File: src/rtl/ulpi_tx_packet_pkg.sv
// ULPI transmit packet engine shared definitions.
// State encodings, TX CMD prefix, error codes and abort byte.
package ulpi_tx_packet_pkg;

    typedef enum logic [2:0] {
        S_IDLE,
        S_TXCMD,
        S_WAIT,
        S_DATA,
        S_STOP,
        S_ABORT
    } state_t;

    localparam logic [1:0] TXCMD_PID = 2'b01;

    localparam logic [1:0] ERR_NONE     = 2'b00;
    localparam logic [1:0] ERR_DIR      = 2'b01;
    localparam logic [1:0] ERR_UNDERRUN = 2'b10;
    localparam logic [1:0] ERR_OVERLEN  = 2'b11;

    localparam logic [7:0] ULPI_ABORT_BYTE = 8'hFF;

    function automatic logic [7:0] txcmd_byte(input logic [3:0] pid);
        return {TXCMD_PID, 2'b00, pid};
    endfunction

endpackage

File: src/rtl/ulpi_tx_packet.sv
// Link-side ULPI packet transmitter: TX CMD, NXT-paced payload, STP.
// Aborts on PHY bus grab, upstream underrun or overlength payload.
module ulpi_tx_packet
    import ulpi_tx_packet_pkg::*;
#(
    parameter int MAX_LEN = 1024,
    parameter int CNT_W   = 11
) (
    input  logic       clk_ULPI,
    input  logic       rst,
    input  logic       start,
    input  logic [3:0] PID,
    input  logic       pid_only,
    input  logic [7:0] tx_data,
    input  logic       tx_valid,
    input  logic       tx_last,
    output logic       tx_ready,
    output logic       busy,
    output logic       done,
    output logic       error,
    output logic [1:0] err_code,
    input  logic       DIR,
    input  logic       NXT,
    output logic [7:0] DATA_O,
    output logic       STP
);

    localparam logic [CNT_W-1:0] LAST_IDX = CNT_W'(MAX_LEN - 1);
    localparam logic [CNT_W-1:0] SAT_CNT  = CNT_W'(MAX_LEN);

    state_t           state;
    logic [3:0]       pid_q;
    logic             pid_only_q;
    logic             dir_q;
    logic [CNT_W-1:0] count;
    logic             xfer;

    // A payload byte moves only when the PHY asks for it and still owns nothing.
    assign xfer     = (state == S_DATA) && NXT && tx_valid && !DIR;
    assign tx_ready = xfer;
    assign busy     = (state != S_IDLE);

    // Bus drive follows state; payload passes straight through with no latency.
    always_comb begin
        DATA_O = 8'h00;
        STP    = 1'b0;
        unique case (state)
            S_TXCMD: DATA_O = txcmd_byte(pid_q);
            S_DATA:  DATA_O = tx_data;
            S_STOP:  STP    = 1'b1;
            S_ABORT: begin
                STP    = 1'b1;
                DATA_O = ULPI_ABORT_BYTE;
            end
            default: DATA_O = 8'h00;
        endcase
    end

    // Delayed DIR gives the mandatory turnaround cycle before driving.
    always_ff @(posedge clk_ULPI or negedge rst) begin
        if (!rst) dir_q <= 1'b0;
        else      dir_q <= DIR;
    end

    // Packet sequencer with byte counter and status pulses.
    always_ff @(posedge clk_ULPI or negedge rst) begin
        if (!rst) begin
            state      <= S_IDLE;
            pid_q      <= 4'h0;
            pid_only_q <= 1'b0;
            count      <= '0;
            done       <= 1'b0;
            error      <= 1'b0;
            err_code   <= ERR_NONE;
        end else begin
            done  <= 1'b0;
            error <= 1'b0;
            unique case (state)
                S_IDLE: begin
                    if (start && !DIR && !dir_q) begin
                        pid_q      <= PID;
                        pid_only_q <= pid_only;
                        count      <= '0;
                        err_code   <= ERR_NONE;
                        state      <= S_TXCMD;
                    end
                end
                S_TXCMD: begin
                    if (DIR)      state <= S_WAIT;
                    else if (NXT) state <= pid_only_q ? S_STOP : S_DATA;
                end
                S_WAIT: begin
                    if (!DIR && !dir_q) state <= S_TXCMD;
                end
                S_DATA: begin
                    if (DIR) begin
                        state    <= S_IDLE;
                        error    <= 1'b1;
                        err_code <= ERR_DIR;
                    end else if (NXT && !tx_valid) begin
                        state    <= S_ABORT;
                        err_code <= ERR_UNDERRUN;
                    end else if (xfer) begin
                        if (tx_last) begin
                            state <= S_STOP;
                        end else if (count == LAST_IDX) begin
                            state    <= S_ABORT;
                            err_code <= ERR_OVERLEN;
                        end else if (count != SAT_CNT) begin
                            count <= count + 1'b1;
                        end
                    end
                end
                S_STOP: begin
                    state <= S_IDLE;
                    done  <= 1'b1;
                end
                S_ABORT: begin
                    state <= S_IDLE;
                    error <= 1'b1;
                end
                default: state <= S_IDLE;
            endcase
        end
    end

endmodule
File: config.mk
export PLATFORM = sky130hd
export DESIGN_NAME = ulpi_tx_packet
export DESIGN_NICKNAME = d
export VERILOG_FILES = /design/src/rtl/ulpi_tx_packet_pkg.sv /design/src/rtl/ulpi_tx_packet.sv
export SDC_FILE = /design/constraint.sdc
export NUM_CORES = 1
export LEC_CHECK = 0
export BUFFER_PORTS_ARGS = -buffer_cell sky130_fd_sc_hd__buf_2
export CORE_MARGIN = 4
export CORE_UTILIZATION = 52
export CTS_CLUSTER_DIAMETER = 200
export DETAILED_ROUTE_END_ITERATION = 6
export GPL_TIMING_DRIVEN = 0
export PLACE_DENSITY = 0.81
export SYNTH_ARGS = -nofsm -noshare
export SYNTH_HDL_FRONTEND = slang
export SYNTH_SLANG_ARGS = --single-unit
File: constraint.sdc
create_clock -name clk_ULPI -period 2.4 [get_ports clk_ULPI]
set_input_delay 0.12 -clock clk_ULPI [delete_from_list [all_inputs] [get_ports clk_ULPI]]
set_output_delay 0.12 -clock clk_ULPI [all_outputs]
set_load 0.02 [all_outputs]
==> metrics.md <==
| Metric | Value |
|---|---|
| Status | finished, final reports clean |
| Main combinational cell family by area after synthesis | simple AND/OR/NAND/NOR gates |
| Remaining DRCs | 0 |
| Dpl hpwl | about 2600 um |
| Drt wl/cell | 14.62 um |
| Area fraction in compound gates after synthesis | 17.27% |
| Crit path max fanout | 10 |
| Synth Area in XOR/XNOR | 0% |
| Post-synth EDFFs | 0 |
| Die height | 60.65 um |
| Synth Register Bits | 24 |
| Synth top area share | 41.67% |
| Post-synthesis mux area share | 4.601% |
| GPL Wtd Cong | ~0.86 |
| Sequence of cells on the critical path | clkbuf_1 -> nor2b_1 -> clkbuf_1 -> nand2_1 -> o21ai_0 -> and2_1 -> buf_2 |
| Fmax | about 480 MHz |
| Dpl cells | 233 |
| Clock root cell | clkbuf_4 |
| Finished Layout Cells | 239 |
| H-Tree Depth | 1 |
| Post-synthesis adder-cell area fraction | 1.736% |
| Max-capacitance violation count | 0 |
| Worst Path Arrival | 1.95 ns |
| Crit path required time | 2.28 ns |
| Core Region | 2567 um2 |
| Slowest cell delay on critical path | roughly 0.44 ns |
| Pleak | 0.8194 nW |
| Vias/cell | 5.711 |
| Initial Util | 56.14% |
| Hold_ws | roughly 0.027 ns |
| Post-route ant nets | 0 |
| Met2 Usage GRT | between 30% and 40% |
| Net Count, Synth | 191 |
| Post-synth top area cell | dfrtp_1 |
| Avg Cell Area, Syn | between 8 and 9 um2 |
| Hold Crit Class | input port to register |
| Pre-Repair DR Iteration Count | 5 |
| Setup tns final | 0 ns |
| Cells after Synth | 169 |
| Layout cells sized above 1 | between 20% and 30% |
| Worst setup EP type | output port |
| Cts bufs inserted | 3 |
| Hold Fails Final Rpt | 0 |
| Number of library cell types mapped by synthesis | 37 |
| RSZ-0062 raised after global routing | no |
| Row count | 18 |
| Primary FF master, synth | dfrtp_1 |
| Yosys Warn Count | 0 |
| Worst Setup Start Kind | register |
| Cell mode on critical path | clkbuf_1 |
| Vias in the first global route | between 1000 and 1500 |
| # setup viols final | 0 |
| Inserted Diodes | 0 |
| Sink Count | 24 |
| Max IR drop VDD | 596.6 uV |
| Tmin final | slightly above 2 ns |
| Max_slew headroom | 64.46% |
| Worst Clk Skew | 0.004819 ns |
| Syn Std Cell Area | 1441 um2 |
| Grt peak-use layer | met2 |
| Bufs and invs on worst path | 3 |
| Synth async-reset ratio | 100.0% |
| DR vias | 1365 |
| Most common cell after layout, fill and taps aside | buf_2 |
| Largest net degree at the start of global routing | 25 |
| Area growth syn-to-layout | 19.44% |
| Synth area leaders | dfrtp_1, nand2_1, o21ai_0 |
| Power Density | 816.2 nW/um2 |
| Slowest-stage cell, CP | dfrtp_1 |
| Antenna violations before repair | 0 |
| Slew Limit Fails | 0 |
| Global-route wire length before repair | 5575 um |
| Top-level I/O count | 35 |
| CTS tree | done |
| Reg clk slew, reported paths | 0.14 ns |
| Slew @ Worst Pin | 0.5332 ns |
| Critical path class | register to output port |
| Final period utilization | between 80% and 90% |
| Crit-path leading delay family | buffers and inverters |
| Nets | 232 |
| Total wire length | around 3500 um |
| GR Layer Usage met3 | approximately 2.6% |
| Simple-Gate Fraction of Synth Area | 28.21% |
| Clock insertion delay at the later pin of the skew report | a little over 0.3 ns |
| Die area | 3678 um2 |
| Commonest cells after routing, fill and taps aside | buf_2, dfrtp_1, nand2_1 |
| Register area share after synthesis | between 40% and 50% |
| Die width | ~60 um |
| GR Util met1 | 23.33% |
| Aggregate global routing overflow | 0 |
| 1st-iter DRT viols | 131 |
| IO Port Bufs | 34 |
| CTS max path bufs | 2 |
| Total track usage | 19.75% |
worst reg2reg max path: stages (launching register included):
cell	delay, ns
dfrtp_1	0.45
ha_1	0.27
and4_1	0.26
nand4_1	0.19
nor3_1	0.08
o31ai_1	0.34
mux2i_1	0.23
power by group:
part	leakage, nW	internal (mW)	switching, mW	total [mW]
registers	0.315	0.499	0.0864	0.585
clock network	0.0279	0.169	0.122	0.291
logic	0.476	0.219	0.310	0.529
total	0.819	0.887	0.518	1.41
state kept, by name, summed over array words and instances, names as in the netlist:
signal	flops
err_code	2
pid_q	4
dir_q	1
done	1
state	3
error	1
count	11
pid_only_q	1
metrics by stage:
stage | total power, mW | setup WS, ns | util, % | instance area [um2]
after floorplan | 0.9478 | 0.7435 | - | 1441
after global placement | 1.082 | 0.6258 | 64.23 | 1649
after detailed placement | 1.114 | 0.5501 | 64.23 | 1649
after CTS | 1.414 | 0.3348 | 67.06 | 1722
after global routing | 1.506 | 0.2115 | 67.06 | 1722
final | 1.405 | 0.3271 | 67.06 | 1722
repair_timing:
action / 4_1_cts / 5_1_grt
resized for setup: 0 / 0
hold endpoints to repair: 25 / 0
hold buffers: 2 / 0
setup buffers: 0 / 0
layout make-up:
cell class	count	area [um2]
fillers	211	845.8
multi-input cells	125	747.0
flip-flops and latches	24	600.6
repair buffers	36	190.2
plain buffers	10	56.30
inverters	10	37.54
well taps	30	37.54
clock inverters	1	30.03
clock buffers	3	22.52
logic make-up after synthesis:
logic type               Yosys count
adder cells (fa/ha/maj)            2
multiplexers                       6
AND/OR/NAND/NOR                   76
flip-flops                        24
buffers and inverters             20
AO/OA/AOI/OAI                     41
cell usage after synthesis (4+ instances only):
cell       n
a31oi_1    8
nand2_1   22
inv_1     10
nor2_1    17
nand3_1    6
and2_1     5
a21oi_1    5
mux2_2     5
o21ai_0   13
nor3_1     4
dfrtp_1   24
nor4_1     4
a21boi_0   5
clkbuf_1   4
path summary, 6_finish.rpt:
path / startpoint / cells past startpoint / slack [ns] / to
max: state[2] / 7 / 0.33 / DATA_O[0]
min: pid_only / 2 / 0.03 / pid_only_q
max reg2reg: count[0] / 6 / 0.53 / err_code[0]
min reg2reg: pid_q[1] / 1 / 0.53 / pid_q[1]
max in group asynchronous: rst / 2 / 1.73 / count[3]
min in group asynchronous: rst / 2 / 0.31 / err_code[0]
per-layer routing:
metal / wire length [um] / vias to the layer above
met5: 0 / -
met4: 51 / 0
met3: 145 / 6
met2: 1819 / 34
met1: 1478 / 650
li1: - / 675
Power figures use the tool's default switching activity.
